**src/rtl/display_scan_ctrl_pkg.sv**
```systemverilog
// -----------------------------------------------------------------------------
// display_pkg
// Shared constants and types for the 7-segment display path. The scan word is
// {anode_sel[3:0], seg[7:0]}, all active-low, seg = {dp,g,f,e,d,c,b,a}.
// No ports (package).
// -----------------------------------------------------------------------------
package display_pkg;

   localparam int SCAN_W = 12;

   localparam logic [7:0] SEG_0     = 8'hC0;
   localparam logic [7:0] SEG_1     = 8'hF9;
   localparam logic [7:0] SEG_2     = 8'hA4;
   localparam logic [7:0] SEG_3     = 8'hB0;
   localparam logic [7:0] SEG_4     = 8'h99;
   localparam logic [7:0] SEG_5     = 8'h92;
   localparam logic [7:0] SEG_6     = 8'h82;
   localparam logic [7:0] SEG_7     = 8'hF8;
   localparam logic [7:0] SEG_8     = 8'h80;
   localparam logic [7:0] SEG_9     = 8'h90;
   localparam logic [7:0] SEG_A     = 8'h88;
   localparam logic [7:0] SEG_B     = 8'h83;
   localparam logic [7:0] SEG_C     = 8'hC6;
   localparam logic [7:0] SEG_D     = 8'hA1;
   localparam logic [7:0] SEG_E     = 8'h86;
   localparam logic [7:0] SEG_F     = 8'h8E;
   localparam logic [7:0] SEG_BLANK = 8'hFF;

   localparam logic [3:0] ANODE_D1   = 4'b1110;
   localparam logic [3:0] ANODE_D2   = 4'b1101;
   localparam logic [3:0] ANODE_D3   = 4'b1011;
   localparam logic [3:0] ANODE_D4   = 4'b0111;
   localparam logic [3:0] ANODE_NONE = 4'hF;

   typedef enum logic [1:0] {
      SLOT_D1 = 2'd0,
      SLOT_D2 = 2'd1,
      SLOT_D3 = 2'd2,
      SLOT_D4 = 2'd3
   } slot_t;

endpackage

```
**src/rtl/display_scan_ctrl_if.sv**
```systemverilog
// -----------------------------------------------------------------------------
// display_scan_ctrl_if
// Value handshake between the CPU/debug bus (master) and the scan controller
// (slave).
//   value_in[15:0]  hex value, [3:0] = rightmost digit
//   value_valid     value_in offered this cycle
//   value_ready     controller can accept value_in
// -----------------------------------------------------------------------------
interface display_scan_ctrl_if;

   logic [15:0] value_in;
   logic        value_valid;
   logic        value_ready;

   modport master (output value_in, output value_valid, input value_ready);
   modport slave  (input value_in, input value_valid, output value_ready);

endinterface

```
**src/rtl/display_scan_ctrl_hex_to_seg7.sv**
```systemverilog
// -----------------------------------------------------------------------------
// hex_to_seg7
// Combinational nibble to active-low 7-segment pattern, dp always off (1).
//   nibble[3:0]  hex digit
//   seg[7:0]     {dp,g,f,e,d,c,b,a}, active-low
// -----------------------------------------------------------------------------
module hex_to_seg7
   import display_pkg::*;
(
   input  logic [3:0] nibble,
   output logic [7:0] seg
);

   always_comb begin
      seg = SEG_BLANK;
      case (nibble)
         4'h0: seg = SEG_0;
         4'h1: seg = SEG_1;
         4'h2: seg = SEG_2;
         4'h3: seg = SEG_3;
         4'h4: seg = SEG_4;
         4'h5: seg = SEG_5;
         4'h6: seg = SEG_6;
         4'h7: seg = SEG_7;
         4'h8: seg = SEG_8;
         4'h9: seg = SEG_9;
         4'hA: seg = SEG_A;
         4'hB: seg = SEG_B;
         4'hC: seg = SEG_C;
         4'hD: seg = SEG_D;
         4'hE: seg = SEG_E;
         4'hF: seg = SEG_F;
         default: seg = SEG_BLANK;
      endcase
   end

endmodule

```
**src/rtl/display_scan_ctrl.sv**
```systemverilog
// -----------------------------------------------------------------------------
// display_scan_ctrl
// Time-multiplexes a 16-bit value onto a 4-digit common-anode 7-seg display.
// New values are held in a one-deep pending register and only copied into the
// displayed value at the frame boundary (digit4 -> digit1), so a frame never
// mixes digits of two values.
//
// Parameters
//   TICK_DIV     clk cycles per digit slot (>= 1)
// Ports
//   clk          system clock
//   reset        synchronous reset, active-high
//   val_if       slave side of display_scan_ctrl_if (value_in/valid/ready)
//   digi_out     {anode_sel[3:0], seg[7:0]}, active-low, registered
//   frame_done   1-cycle pulse the cycle after the digit4 -> digit1 wrap
// Build option
//   LEADING_ZERO_BLANK_EN  blank digits above the most-significant nonzero
//                          nibble (digit1 always shown)
//
// Slot FSM
//   state   | meaning
//   SLOT_D1 | scanning digit1 (rightmost), anode 1110
//   SLOT_D2 | scanning digit2, anode 1101
//   SLOT_D3 | scanning digit3, anode 1011
//   SLOT_D4 | scanning digit4, anode 0111; wrap here is the frame boundary
// -----------------------------------------------------------------------------
module display_scan_ctrl
   import display_pkg::*;
#(
   parameter int TICK_DIV = 50000
) (
   input  logic                  clk,
   input  logic                  reset,
   display_scan_ctrl_if.slave    val_if,
   output logic [SCAN_W-1:0]     digi_out,
   output logic                  frame_done
);

   // TICK_DIV=1 still needs a 1-bit counter that is permanently at its last value.
   localparam int              CNT_W    = (TICK_DIV > 1) ? $clog2(TICK_DIV) : 1;
   localparam logic [CNT_W-1:0] CNT_LAST = CNT_W'(TICK_DIV - 1);

   logic [CNT_W-1:0] cnt;
   logic             wrap;
   logic             boundary;
   slot_t            slot;
   slot_t            slot_nxt;
   logic [3:0]       anode;
   logic [3:0]       nibble;
   logic [7:0]       seg_raw;
   logic [7:0]       seg_sel;
   logic [15:0]      disp;
   logic [15:0]      pending;
   logic             pending_full;
   logic             capture;

   assign wrap     = (cnt == CNT_LAST);
   assign boundary = wrap && (slot == SLOT_D4);

   always_ff @(posedge clk) begin
      if (reset) begin
         cnt <= '0;
      end else if (wrap) begin
         cnt <= '0;
      end else begin
         cnt <= cnt + 1'b1;
      end
   end

   always_ff @(posedge clk) begin
      if (reset) begin
         slot <= SLOT_D1;
      end else begin
         slot <= slot_nxt;
      end
   end

   always_comb begin
      slot_nxt = slot;
      anode    = ANODE_D1;
      nibble   = disp[3:0];
      case (slot)
         SLOT_D1: begin
            anode  = ANODE_D1;
            nibble = disp[3:0];
            if (wrap) slot_nxt = SLOT_D2;
         end
         SLOT_D2: begin
            anode  = ANODE_D2;
            nibble = disp[7:4];
            if (wrap) slot_nxt = SLOT_D3;
         end
         SLOT_D3: begin
            anode  = ANODE_D3;
            nibble = disp[11:8];
            if (wrap) slot_nxt = SLOT_D4;
         end
         SLOT_D4: begin
            anode  = ANODE_D4;
            nibble = disp[15:12];
            if (wrap) slot_nxt = SLOT_D1;
         end
         default: slot_nxt = SLOT_D1;
      endcase
   end

   // Ready is simply "pending slot empty"; a capture can therefore never
   // coincide with a pending->disp transfer, and a capture on the boundary
   // cycle waits for the following boundary.
   assign capture            = val_if.value_valid && !pending_full;
   assign val_if.value_ready = !pending_full;

   always_ff @(posedge clk) begin
      if (reset) begin
         disp         <= 16'h0000;
         pending      <= 16'h0000;
         pending_full <= 1'b0;
      end else begin
         if (boundary && pending_full) begin
            disp         <= pending;
            pending_full <= 1'b0;
         end
         if (capture) begin
            pending      <= val_if.value_in;
            pending_full <= 1'b1;
         end
      end
   end

   hex_to_seg7 u_hex_to_seg7 (
      .nibble (nibble),
      .seg    (seg_raw)
   );

`ifdef LEADING_ZERO_BLANK_EN
   logic [1:0] msd;
   logic [1:0] slot_idx;

   assign slot_idx = slot;

   always_comb begin
      msd = 2'd0;
      if (disp[7:4]   != 4'h0) msd = 2'd1;
      if (disp[11:8]  != 4'h0) msd = 2'd2;
      if (disp[15:12] != 4'h0) msd = 2'd3;
   end

   assign seg_sel = (slot_idx > msd) ? SEG_BLANK : seg_raw;
`else
   assign seg_sel = seg_raw;
`endif

   always_ff @(posedge clk) begin
      if (reset) begin
         digi_out   <= {ANODE_NONE, SEG_BLANK};
         frame_done <= 1'b0;
      end else begin
         digi_out   <= {anode, seg_sel};
         frame_done <= boundary;
      end
   end

endmodule

```
**src/flat_wrapper.sv**
```systemverilog
// flat-port wrapper written by rule: the top's interface ports become plain ports
module display_scan_ctrl_flat import display_pkg::*;
#(
   parameter int TICK_DIV = 50000
)
  (clk, reset, digi_out, frame_done, val_if_value_in, val_if_value_valid, val_if_value_ready);
  display_scan_ctrl_if val_if_i ();
  input  logic clk;
  input  logic reset;
  output logic [SCAN_W-1:0] digi_out;
  output logic frame_done;
  input wire logic [$bits(val_if_i.value_in)-1:0] val_if_value_in;
  input wire logic [$bits(val_if_i.value_valid)-1:0] val_if_value_valid;
  output wire logic [$bits(val_if_i.value_ready)-1:0] val_if_value_ready;
  assign val_if_i.value_in = val_if_value_in;
  assign val_if_i.value_valid = val_if_value_valid;
  assign val_if_value_ready = val_if_i.value_ready;
  display_scan_ctrl #(.TICK_DIV(TICK_DIV)) u_core (.clk(clk), .reset(reset), .val_if(val_if_i), .digi_out(digi_out), .frame_done(frame_done));
endmodule
```
**config.mk**
```make
export PLATFORM = sky130hd
export DESIGN_NAME = display_scan_ctrl_flat
export DESIGN_NICKNAME = d
export VERILOG_FILES = /design/src/rtl/display_scan_ctrl_pkg.sv /design/src/rtl/display_scan_ctrl_if.sv /design/src/rtl/display_scan_ctrl_hex_to_seg7.sv /design/src/rtl/display_scan_ctrl.sv /design/src/flat_wrapper.sv
export SDC_FILE = /design/constraint.sdc
export NUM_CORES = 1
export LEC_CHECK = 0
export BUFFER_PORTS_ARGS = -buffer_cell sky130_fd_sc_hd__buf_2
export CORE_MARGIN = 3
export CORE_UTILIZATION = 62
export DETAILED_ROUTE_END_ITERATION = 6
export HOLD_SLACK_MARGIN = 0.1
export PLACE_DENSITY = 0.93
export SKIP_LAST_GASP = 1
export SYNTH_ARGS = -nofsm -noshare
export SYNTH_HDL_FRONTEND = slang
export SYNTH_HIERARCHICAL = 1
export SYNTH_SLANG_ARGS = --single-unit
```
**constraint.sdc**
```tcl
create_clock -name clk -period 4.2 [get_ports clk]
set_input_delay 0.84 -clock clk [delete_from_list [all_inputs] [get_ports clk]]
set_output_delay 0.84 -clock clk [all_outputs]
set_load 0.02 [all_outputs]
```
==> metrics.md <==
| Metric | Value |
|---|---|
| Status | `finished, final reports clean` |
| Slew @ Worst Pin | `1.23 ns` |
| Switching pwr | `301 uW` |
| Distinct cells, synth | `40` |
| Most frequent cells in the layout | `dfxtp_1 (64), nand2_1 (40), nand2b_1 (37), buf_2 (32), nor2_1 (26)` |
| Crit. End Element | `flip-flop` |
| Final nets | `382` |
| DIE AREA | `5580 sq um` |
| Fmax | `0.355 GHz` |
| Fin Setup TNS | `0 ns` |
| Remaining Overflow, GRT | `0` |
| HP Class | `flip-flop to flip-flop` |
| Switch share | `0.223` |
| Clock Latency Late Sink | `0.34 ns` |
| Peak VDD IR | `286 uV` |
| Row Count | `24` |
| Final setup violation count | `0` |
| Antenna Nets Post-Route | `0` |
| Fraction of registers with async set/reset | `0` |
| CP required | `4.43 ns` |
| Reg clk slew, reported paths | `0.07 ns` |
| IO Count | `33` |
| Flop pwr share | `0.473` |
| H-tree levels | `3` |
| Int Pwr | `1050 uW` |
| Die Height | `74.7 microns` |
| Final HPWL DP | `3.61 mm` |
| Largest net degree at the start of global routing | `67` |
| Final Util | `0.742` |
| Min Tclk post-route | `2.82 ns` |
| Final Cycle Share | `0.671` |
| WHS Path Cells | `2` |
| Synth Instances | `326` |
| Fin area | `3300 sq um` |
| Crit start category | `flip-flop` |
| Commonest non-fill, non-tap cell in the layout | `dfxtp_1` |
| Routed WL | `5.29 mm` |
| Die X-Extent | `74.7 microns` |
| TritonRoute pass-1 iters | `5` |
| Area grow syn2layout | `12.7%` |
| RSZ-0062 raised after global routing | `no` |
| DRT iter0 DRCs | `170` |
| Clock tree buffer depth | `2` |
| Fillers | `330` |
| Placer Congestion | `0.877` |
| CTS buffer count | `9` |
| Synthesis warning total | `6` |
| Antenna violations before repair | `0` |
| Setup Skew | `0.00952 ns` |
| Post CTS Setup Buffer Count | `0` |
| Synth Cell Area | `2930 sq um` |
| Placed cell area | `3060 sq um` |
| Top FF cell, synth | `dfxtp_1` |
| Hold Path Sink | `u_core/pending[2]` |
| Reg2reg end | `u_core/digi_out[3]` |
| Port bufs | `32` |
| Slew HR | `0.154` |
| Seq cells post-synth | `64` |
| Clk network pwr share | `0.453` |
| Drt drc | `0` |
| Sequential share of the synthesized area | `0.438` |
| Register-to-register setup slack | `1.38 ns` |
| Dpl cells | `391` |
| Combinational fraction of design power | `0.074` |
| Final Total Pwr | `1350 uW` |
| Post-synth EDFFs | `0` |
| Worst path arrival time | `3.05 ns` |
| Core ar. | `4440 sq um` |
| Vias in the first global route | `1935` |
| Gr usage total | `0.206` |
| Vias | `2195` |
| Max Cap Violations | `0` |
| Hold Path Origin | `u_core/pending[2]` |
| Initial Utilization | `0.659` |
| Fin. max-slew vios | `0` |
| CTS sink count | `64` |
| Worst r2r path cells | `9` |
| Vias/cell | `5.39` |
| Share of layout cells above drive strength 1 | `0.177` |
| First-pass GRT wire length | `8.71 mm` |
| Crit path max fanout | `7` |
| Hold Vio Cnt, Final | `0` |
| Post-CTS sizing | `0` |
| CTS root buf | `clkbuf_8` |
| Drt wl/cell | `13.0 microns` |
| Fin cells | `407` |
| Syn_nets | `358` |
| Inserted Diodes | `0` |
| Power density cells | `410 nW/um^2` |
| Setup CP Type | `flip-flop to flip-flop` |
| # hold bufs at CTS | `0` |
| CTS tree | `built` |
| Syn Area/Cell | `8.98 sq um` |
| Worst r2r src | `u_core/slot[0]` |
| Pleak | `0.00122 uW` |
-- cells by family (layout without fill, tap and decap cells) --
family / after synthesis / count (layout) / share of synthesized area
AO/OA/AOI/OAI: 32 / 32 / 0.0663
AND/OR/NAND/NOR: 144 / 144 / 0.257
buffers and inverters: 33 / 62 / 0.0500
flip-flops: 64 / 64 / 0.438
XOR/XNOR: 13 / 13 / 0.0389
other: 1 / 1 / 0.00128
adder cells (fa/ha/maj): 13 / 13 / 0.0556
multiplexers: 26 / 26 / 0.0932
-- registers in the layout (all words and copies together) (netlist names) --
| name | flops |
|---|---|
| u_core/pending | 16 |
| u_core/disp | 16 |
| u_core/cnt | 16 |
| u_core/pending_full | 1 |
| u_core/digi_out | 12 |
| u_core/frame_done | 1 |
| u_core/slot | 2 |
-- power groups by stage --
stage          clock network (uW)  logic [uW]  registers [uW]
2_1_floorplan                   0        66.5             660
3_3_place_gp                    0        95.5             652
3_5_place_dp                    0        98.5             653
4_1_cts                       623        99.8             640
5_1_grt                       646         112             642
6_report                      614        99.7             640
-- worst max-delay path by stage --
stage                              start                  to
final                     u_core/slot[0]  u_core/digi_out[3]
after global routing      u_core/slot[0]  u_core/digi_out[3]
after CTS                 u_core/slot[0]  u_core/digi_out[3]
after detailed placement  u_core/slot[0]  u_core/digi_out[3]
after global placement    u_core/slot[0]  u_core/digi_out[3]
after floorplan           u_core/slot[0]  u_core/digi_out[3]
-- critical path, stage by stage, from the launching register on --
cell and delay [ns]:
dfxtp_1 0.34, inv_1 0.12, ha_1 0.31, a222oi_1 0.15, mux2i_1 0.47, inv_1 0.20, ha_1 0.33, inv_1 0.06
mux4_2 0.44, or2_2 0.28
-- final cells by class --
class / count / area (sq um) / share of cell area
clock buffers: 12 / 165 / 0.0501
well taps: 52 / 65.1 / 0.0197
multi-input cells: 229 / 1500 / 0.454
repair buffers: 32 / 160 / 0.0486
flip-flops and latches: 64 / 1280 / 0.388
inverters: 14 / 52.6 / 0.0159
clock inverters: 4 / 75.1 / 0.0228
-- synthesized netlist by cell type, types with 7 or more instances --
library cell | n | area share
a21oi_1 | 19 | 0.032
clkbuf_1 | 11 | 0.014
or2_2 | 9 | 0.019
xnor2_1 | 11 | 0.033
nor4_1 | 7 | 0.015
inv_1 | 13 | 0.017
nand2b_1 | 37 | 0.079
dfxtp_1 | 64 | 0.44
mux2i_1 | 25 | 0.086
ha_1 | 13 | 0.056
nor2_1 | 26 | 0.033
nor3_1 | 7 | 0.012
nand2_1 | 40 | 0.051
-- routing by layer --
| metal | vias to the layer above | share of wire | global-route usage |
|---|---|---|---|
| li1 | 1133 | - | - |
| met1 | 976 | 0.46 | 0.266 |
| met2 | 68 | 0.46 | 0.319 |
| met3 | 18 | 0.044 | 0.0374 |
| met4 | 0 | 0.031 | 0.128 |
| met5 | - | 0 | 0 |
-- per-stage QoR --
stage / hold WS, ns / setup slack [ns]
2_1_floorplan: 0.437 / 1.64
3_3_place_gp: 0.443 / 1.61
3_5_place_dp: 0.448 / 1.45
4_1_cts: 0.458 / 1.43
5_1_grt: 0.479 / 1.19
6_report: 0.458 / 1.38
(Power assumes the default switching activity.)
